**src/rtl/mem_port_arbiter4.sv**
```systemverilog
// Round-robin arbiter granting one shared memory port to four requesters, with a hold watchdog.
// Latency: request to grant 1 cycle; back-to-back re-grant on done with zero idle cycles.
// Backpressure: the owner keeps the port until done or watchdog expiry; other requests wait.
module mem_port_arbiter4 #(
  parameter int MAX_HOLD = 16,
  parameter int CNT_W    = 8
) (
  input  logic       clk,
  input  logic       rst_n,
  input  logic [3:0] req_i,
  input  logic       done_i,
  output logic [3:0] grant_o,
  output logic [1:0] sel_o,
  output logic       busy_o,
  output logic       timeout_o,
  output logic [1:0] timeout_id_o
);

  typedef enum logic {S_IDLE = 1'b0, S_BUSY = 1'b1} state_t;

  localparam bit               WD_EN     = (MAX_HOLD != 0);
  localparam logic [CNT_W-1:0] HOLD_LAST = CNT_W'((MAX_HOLD == 0) ? 0 : MAX_HOLD - 1);
  localparam logic [CNT_W-1:0] CNT_MAX   = {CNT_W{1'b1}};

  state_t           state_q, state_d;
  logic [3:0]       grant_q, grant_d;
  logic [1:0]       sel_q, sel_d;
  logic [1:0]       last_q, last_d;
  logic [CNT_W-1:0] cnt_q, cnt_d;
  logic             timeout_q, timeout_d;
  logic [1:0]       timeout_id_q, timeout_id_d;

  logic       req_any;
  logic       wd_expire;
  logic [1:0] arb_ptr;
  logic [1:0] arb_idx;

  // First set bit of r, searching p+1, p+2, p+3, p (mod 4)
  function automatic logic [1:0] arb(input logic [3:0] r, input logic [1:0] p);
    logic [1:0] idx;
    logic       found;
    arb   = p;
    found = 1'b0;
    for (int k = 1; k <= 4; k++) begin
      idx = p + 2'(k);
      if (!found && r[idx]) begin
        arb   = idx;
        found = 1'b1;
      end
    end
  endfunction

  assign req_any   = |req_i;
  // Search starts after the last completed owner when idle, after the current owner when busy
  assign arb_ptr   = (state_q == S_IDLE) ? last_q : sel_q;
  assign arb_idx   = arb(req_i, arb_ptr);
  // done takes priority over expiry, so expiry is only considered without done
  assign wd_expire = WD_EN && (state_q == S_BUSY) && !done_i && (cnt_q == HOLD_LAST);

  // State and output registers with synchronous active-low reset
  always_ff @(posedge clk) begin
    if (!rst_n) begin
      state_q      <= S_IDLE;
      grant_q      <= 4'b0000;
      sel_q        <= 2'd0;
      last_q       <= 2'd3;
      cnt_q        <= '0;
      timeout_q    <= 1'b0;
      timeout_id_q <= 2'd0;
    end else begin
      state_q      <= state_d;
      grant_q      <= grant_d;
      sel_q        <= sel_d;
      last_q       <= last_d;
      cnt_q        <= cnt_d;
      timeout_q    <= timeout_d;
      timeout_id_q <= timeout_id_d;
    end
  end

  // Next-state: grant from idle on any request, leave busy on done-without-request or expiry
  always_comb begin
    state_d = state_q;
    case (state_q)
      S_IDLE: if (req_any) state_d = S_BUSY;
      S_BUSY: begin
        if (done_i) begin
          if (!req_any) state_d = S_IDLE;
        end else if (wd_expire) begin
          state_d = S_IDLE;
        end
      end
      default: state_d = S_IDLE;
    endcase
  end

  // Next values of grant, select, round-robin pointer, hold counter and timeout pulse
  always_comb begin
    grant_d      = grant_q;
    sel_d        = sel_q;
    last_d       = last_q;
    cnt_d        = cnt_q;
    timeout_d    = 1'b0;
    timeout_id_d = timeout_id_q;
    case (state_q)
      S_IDLE: begin
        if (req_any) begin
          grant_d = 4'b0001 << arb_idx;
          sel_d   = arb_idx;
          cnt_d   = '0;
        end
      end
      S_BUSY: begin
        if (done_i) begin
          last_d = sel_q;
          cnt_d  = '0;
          if (req_any) begin
            grant_d = 4'b0001 << arb_idx;
            sel_d   = arb_idx;
          end else begin
            grant_d = 4'b0000;
          end
        end else if (wd_expire) begin
          grant_d      = 4'b0000;
          last_d       = sel_q;
          cnt_d        = '0;
          timeout_d    = 1'b1;
          timeout_id_d = sel_q;
        end else if (cnt_q != CNT_MAX) begin
          cnt_d = cnt_q + 1'b1;
        end
      end
      default: begin
        grant_d = 4'b0000;
      end
    endcase
  end

  assign grant_o      = grant_q;
  assign sel_o        = sel_q;
  assign busy_o       = (state_q == S_BUSY);
  assign timeout_o    = timeout_q;
  assign timeout_id_o = timeout_id_q;

endmodule

```
**config.mk**
```make
export PLATFORM = sky130hd
export DESIGN_NAME = mem_port_arbiter4
export DESIGN_NICKNAME = d
export VERILOG_FILES = /design/src/rtl/mem_port_arbiter4.sv
export SDC_FILE = /design/constraint.sdc
export NUM_CORES = 1
export LEC_CHECK = 0
export ABC_CLOCK_PERIOD_IN_PS = 1910
export CELL_PAD_IN_SITES_DETAIL_PLACEMENT = 1
export CELL_PAD_IN_SITES_GLOBAL_PLACEMENT = 1
export CORE_AREA = 2 2 57 59
export CTS_CLUSTER_SIZE = 16
export DETAILED_ROUTE_END_ITERATION = 16
export DIE_AREA = 0 0 59 61
export PLACE_DENSITY = 0.83
export RECOVER_POWER = 50
export SYNTH_ARGS = -nofsm -noshare
export SYNTH_HDL_FRONTEND = slang
export SYNTH_SLANG_ARGS = --single-unit
```
**constraint.sdc**
```tcl
create_clock -name clk -period 1.91 [get_ports clk]
set_input_delay 0.382 -clock clk [delete_from_list [all_inputs] [get_ports clk]]
set_output_delay 0.382 -clock clk [all_outputs]
set_load 0.01 [all_outputs]
```
==> results.ini, run 1 <==
[run_status]
status = finished, final reports clean

[placed_design]
dp_slack_ns = -0.129
dp.cells = 177
io_buffers = 16
globalplace.congestion = 0.775
hpwl_um = 2400

[finish]
area_growth_pct = 32.0
stdcell_count = 180
drive_gt1_share_pct = 17.7
final_nets = 157
fillers = 369
multiInputGateArea_um2 = 574
num_antenna_cells = 0
utilization_pct = 45.5
seq_area_um2 = 402

[yosys]
yosys-top-cells-count = dfxtp_1 (20), a21oi_1 (13), nand3_1 (10)
synth_top_area_share_pct = 39.4
syn_inst = 114
yosys_register_bits = 20
synth_compound_area_share_pct = 24.8
synth_mux_area_share_pct = 7.13
synth-edff-count = 0
ys_warn_count = 0
ys_seq_area_share_pct = 39.4
synth_area_leader_cell = dfxtp_1
synth_top_family_by_area = compound AO/OA/AOI/OAI gates
synth_nets = 122
async_flop_share_pct = 0
ys_types = 34
synthXorXnorAreaFrac_pct = 0
synth-simple-area-share_pct = 23.1
synthFlopType = dfxtp_1
synth_fa_ha_area_share_pct = 1.23
synthTopCellsByArea = dfxtp_1 (39%), a21oi_1 (6.4%), mux2i_1 (4.9%)
synth_area_um2 = 1020
avgSynthCellArea_um2 = 8.92
yosysMostFrequentCell = dfxtp_1

[detailed_routing]
vias = 1045
drc_errors = 0
wl_met3_um = 44
top_layer = met4
drtPass1Iterations = 4
drt_iter0_drc = 22
routed_wirelength_um = 3110
drtAntennaViolNets = 0
wl_met1_um = 1350
viasPerCell = 5.81
dr_wl_met2_um = 1640
routedWlPerCell_um = 17.3

[pwr]
ir_worst_vdd_uv = 272
powerDensity_nw_per_um2 = 632
power.leakage_nw = 0.517

[timing]
tightestPinTransition_ns = 0.413
postLayoutSetupSlackWorst_ns = 0.0969
maxSlewHeadroom_pct = 71.7
setup_viol = 0
hold_ws_ns = 0.475
fmax_ghz = 0.552
finalClockSkew_ns = 0.00556
slew_violations = 0
hold_viol_final = 0
min_period_ns = 1.81
rsz0062_at_grt = false
fin_crit_sh_pct = 94.9

[job]
max_cap_violations = 0

[cts]
cts_tree = done
clock_tree.root_cell = clkbuf_4
clock_latency_ns = 0.30
clock_path_buffers = 2
postCtsSetupRepairBufs = 0
cts_max_level = 1
hold_buffers = 0
path_clk_slew_ns = 0.11
cts_sinks = 20
cts-buffers-inserted = 3

[global_route]
grt_pass1_vias = 1070
track_usage_pct = 19.3
grt-ovfl-total = 0
grt_max_degree = 15
grt_pass1_wl_um = 5100
grt_antenna_before_repair = 0

[floorplan]
io_pins = 17
rows = 20
fp.dieH_um = 61
start_util_pct = 34.4
core_area_um2 = 2950
die_x_um = 59
die-area_um2 = 3600

[setup_path]
end_kind = output port
path_delay_family = buffers and inverters
cp_max_fo = 5
crit_start = busy_o
ff2ff_setup_slack_ns = 0.11
worst_r2r_startpoint = cnt_q[0]
crit_required_ns = 1.53
crit_chain = buf_4 > clkdlybuf4s50_1
criticalPathCategory = flop to output port
crit_arrival_ns = 1.43
cpPeakStageDelay_ns = 0.53
cp_slowest_cell = clkdlybuf4s50_1
path_buf_inv = 2
start_kind = flop

[hold_path]
min-delay-start = grant_o[3]
hold_class = flop to flop

-- cells by family (layout without fill, tap and decap cells) --
group / count (synthesis) / in the layout
AO/OA/AOI/OAI: 37 / 37
adder cells (fa/ha/maj): 1 / 1
buffers and inverters: 9 / 42
flip-flops: 20 / 20
multiplexers: 7 / 7
AND/OR/NAND/NOR: 40 / 40
-- final timing paths --
check	end	depth (start not counted)
min reg2reg	grant_o[3]	2
max	busy_o	2
max reg2reg	cnt_q[7]	7
min	grant_o[3]	2
-- metal layers --
layer  vias up  track usage (%)
met5         -                0
met3         7             2.35
met4         0             8.77
li1        505                -
met2        14             34.0
met1       519             23.6
-- state kept, by name (all words and copies together) (netlist names) --
name	count
busy_o	1
timeout_o	1
cnt_q	8
last_q	2
sel_o	2
timeout_id_o	2
grant_o	4
-- where the power goes --
part	leakage, nW	switching (W)	internal, W
registers	0.164	0.0000186	0.000438
logic	0.340	0.0000940	0.0000968
clock network	0.0138	0.000126	0.0000737
-- worst min-delay path: stages (launching register included) --
cell and delay (ns):
dfxtp_1 0.33, inv_1 0.05, o32ai_1 0.06
-- timing repair --
action | in CTS | in global routing
endpoints found under the hold margin | 0 | 0
endpoints found under the setup margin | 0 | 5
resized for setup | 0 | 2
-- final cells by class --
type / count / share of cell area, %
Multi-Input combinational cell: 85 / 42.8
Inverter: 6 / 1.68
Timing Repair Buffer: 33 / 20.9
Clock buffer: 3 / 1.68
Tap cell: 33 / 3.08
Sequential cell: 20 / 29.9
-- placed cells by master (no fill, tap or decap), types with 5 or more instances in the layout --
master | netlist | routed
dfxtp_1 | 20 | 19
buf_4 | 0 | 15
a21oi_1 | 13 | 13
nand3_1 | 10 | 10
nor2_1 | 9 | 9
clkdlybuf4s50_1 | 0 | 8
dlygate4sd3_1 | 0 | 8
inv_1 | 6 | 6
o21ai_0 | 6 | 6
mux2i_1 | 5 | 5
-- per-stage QoR --
step / area [um^2] / TNS, ns / power [W]
after detailed placement: 1330 / -0.857 / 0.000659
after floorplan: 1020 / 0 / 0.000552
after CTS: 1350 / 0 / 0.000861
after global routing: 1340 / 0 / 0.000898
final: 1340 / 0 / 0.000848
after global placement: 1330 / -0.291 / 0.000646
No activity file was read; power rests on OpenSTA's default activity.
==> run 2: changes to the inputs <==
CORE_AREA = 2 2 73 47   (was 2 2 57 59)
DIE_AREA = 0 0 75 49   (was 0 0 59 61)
SLEW_MARGIN = 20   (was unset)
==> run 2 against run 1 <==
  * Final area is 8.0% higher
  * Sequential share of layout area is 2.2 points lower
  * Routed wire length is 11% higher
  * Utilization is 1.9 points higher
  * First-iteration DRC count is 130% higher
  * Via count is 2.6% higher
  * Cell count is 8.9% higher
  * Largest power group unchanged
==> results.ini, run 2 (synthesized netlist as in run 1, its figures left out) <==
[run_status]
status = finished, final reports clean  ; unchanged

[finish]
drive_gt1_share_pct = 21.9  ; was 17.7%
utilization_pct = 47.3  ; was 45.5%
largest_reg_flops = 8  ; unchanged
final_cell_mix = dfxtp_1 (19), buf_4 (15), a21oi_1 (13)  ; unchanged
stdcell_count = 196  ; was 180
multiInputGateArea_um2 = 594  ; was 574 um^2
num_antenna_cells = 0  ; unchanged
area_growth_pct = 42.6  ; was 32.0%
seq_area_um2 = 402  ; unchanged
fillers = 369  ; unchanged
largest-register = cnt_q  ; unchanged
layout_commonest_cell = dfxtp_1  ; unchanged
final_nets = 160  ; was 157

[placed_design]
dp.cells = 188  ; was 177
hpwl_um = 2500  ; was 2400 um
globalplace.congestion = 0.824  ; was 0.775
io_buffers = 16  ; unchanged

[floorplan]
start_util_pct = 33.2  ; was 34.4%
fp.dieH_um = 49  ; was 61 um
die-area_um2 = 3680  ; was 3600 um^2
rows = 16  ; was 20
die_x_um = 75  ; was 59 um
core_area_um2 = 3060  ; was 2950 um^2
io_pins = 17  ; unchanged

[timing]
tightestPinTransition_ns = 0.458  ; was 0.413 ns
finalClockSkew_ns = 0.00302  ; was 0.00556 ns
fin_crit_sh_pct = 97.4  ; was 94.9%
fmax_ghz = 0.537  ; was 0.552 GHz
maxSlewHeadroom_pct = 68.6  ; was 71.7%
tns_ns = 0  ; unchanged
slew_violations = 0  ; unchanged
hold_viol_final = 0  ; unchanged
setup_viol = 0  ; unchanged
min_period_ns = 1.86  ; was 1.81 ns

[cts]
cts_tree = done  ; unchanged
cts_sinks = 20  ; unchanged
cts_max_level = 1  ; unchanged
cts-buffers-inserted = 3  ; unchanged
path_clk_slew_ns = 0.08  ; was 0.11 ns
clock_latency_ns = 0.26  ; was 0.30 ns
clock_path_buffers = 2  ; unchanged
hold_buffers = 0  ; unchanged
clock_tree.root_cell = clkbuf_8  ; was clkbuf_4

[detailed_routing]
drt_iter0_drc = 50  ; was 22
drc_errors = 0  ; unchanged
vias = 1072  ; was 1045
drtAntennaViolNets = 0  ; unchanged
routed_wirelength_um = 3450  ; was 3110 um
viasPerCell = 5.47  ; was 5.81
drtPass1Iterations = 4  ; unchanged
routedWlPerCell_um = 17.6  ; was 17.3 um

[global_route]
grt_pass1_vias = 1030  ; was 1070
grt_pass1_wl_um = 5240  ; was 5100 um
grt_max_degree = 14  ; was 15
grt-ovfl-total = 0  ; unchanged
grt_antenna_before_repair = 0  ; unchanged
track_usage_pct = 19.3  ; about the same

[setup_path]
cp-endpoint = cnt_q[7]  ; was busy_o
criticalPathCategory = flop to flop  ; was flop to output port
start_kind = flop  ; unchanged
cp_max_fo = 6  ; was 5
r2r-end = cnt_q[7]  ; unchanged
end_kind = flop  ; was output port
crit_required_ns = 2.11  ; was 1.53 ns
worst_r2r_startpoint = cnt_q[0]  ; unchanged
crit_arrival_ns = 2.06  ; was 1.43 ns
crit_start = cnt_q[0]  ; was busy_o
ff2ff_path_depth = 7  ; unchanged
ff2ff_setup_slack_ns = 0.05  ; was 0.11 ns

[pwr]
powerDensity_nw_per_um2 = 680  ; was 632 nW/um^2
design_power_total_w = 0.000986  ; was 0.000848 W
power.leakage_nw = 0.559  ; was 0.517 nW
ir_worst_vdd_uv = 267  ; was 272 uV

[hold_path]
hold_class = flop to flop  ; unchanged

[job]
max_cap_violations = 0  ; unchanged

[run 2: changes by cell type in the layout (fill, tap and decap cells not counted), sizes merged]
cell,change
clkdlybuf4s50,-1
clkbuf,+2
dlygate4sd3,+1
buf,+2
[run 2: power by group]
group	total (W)	switching (W)	internal (W)
sequential	0.000455	0.0000167	0.000438
combinational	0.000198	0.0000991	0.0000984
clock	0.000333	0.000149	0.000184
total	0.000986	0.000265	0.000720
[run 2: area by class of cell]
class	instances	area share, %
repair buffers	36	22.1
clock buffers	4	3.80
flip-flops and latches	20	27.7
multi-input cells	85	41.0
well taps	45	3.88
inverters	6	1.55
[run 2: worst max-delay path, cell delays in order, from the launching register on]
cell and delay [ns]:
dfxtp_2 0.34, ha_1 0.23, buf_4 0.16, nand3_1 0.15, a2111oi_4 0.07, buf_2 0.18
or4_1 0.51, a21oi_1 0.15
[run 2: per-layer routing]
| layer | wire length, um | up-vias | track usage (%) | part of all wire (%) |
|---|---|---|---|---|
| li1 | - | 512 | - | - |
| met1 | 1570 | 531 | 25.5 | 45 |
| met2 | 1750 | 25 | 30.7 | 51 |
| met3 | 106 | 4 | 4.34 | 3.1 |
| met4 | 30 | 0 | 6.55 | 0.87 |
| met5 | 0 | - | 0 | 0 |
[run 2: metrics by stage]
stage               setup slack (ns)  instance area [um^2]  hold slack [ns]
floorplan                     0.0321                  1020            0.454
global placement              -0.141                  1350            0.450
detailed placement            -0.197                  1350            0.459
CTS                           0.0296                  1400            0.483
global route                 -0.0192                  1450            0.502
finish                        0.0494                  1450            0.479
[run 2: worst min path at each step]
stage | depth (start not counted) | start | slack (ns) | end
5_1_grt | 1 | grant_o[0] | 0.50 | grant_o[0]
3_5_place_dp | 1 | grant_o[0] | 0.46 | grant_o[0]
3_3_place_gp | 2 | grant_o[3] | 0.45 | grant_o[3]
6_report | 2 | grant_o[1] | 0.48 | grant_o[1]
4_1_cts | 2 | grant_o[1] | 0.48 | grant_o[1]
2_1_floorplan | 1 | rst_n | 0.45 | last_q[0]
[run 2: timing repair]
action	CTS	global route
buffers inserted	0	3
resized for setup	1	5
pin swaps	0	1
endpoints found under the hold margin	0	0
endpoints found under the setup margin	1	6
cloned	0	1
==> run 3: changes to the inputs <==
CAP_MARGIN = 20   (was unset)
==> results of run 3 <==
Same layout as run 2: the final DEF is identical, and so are final timing and power.
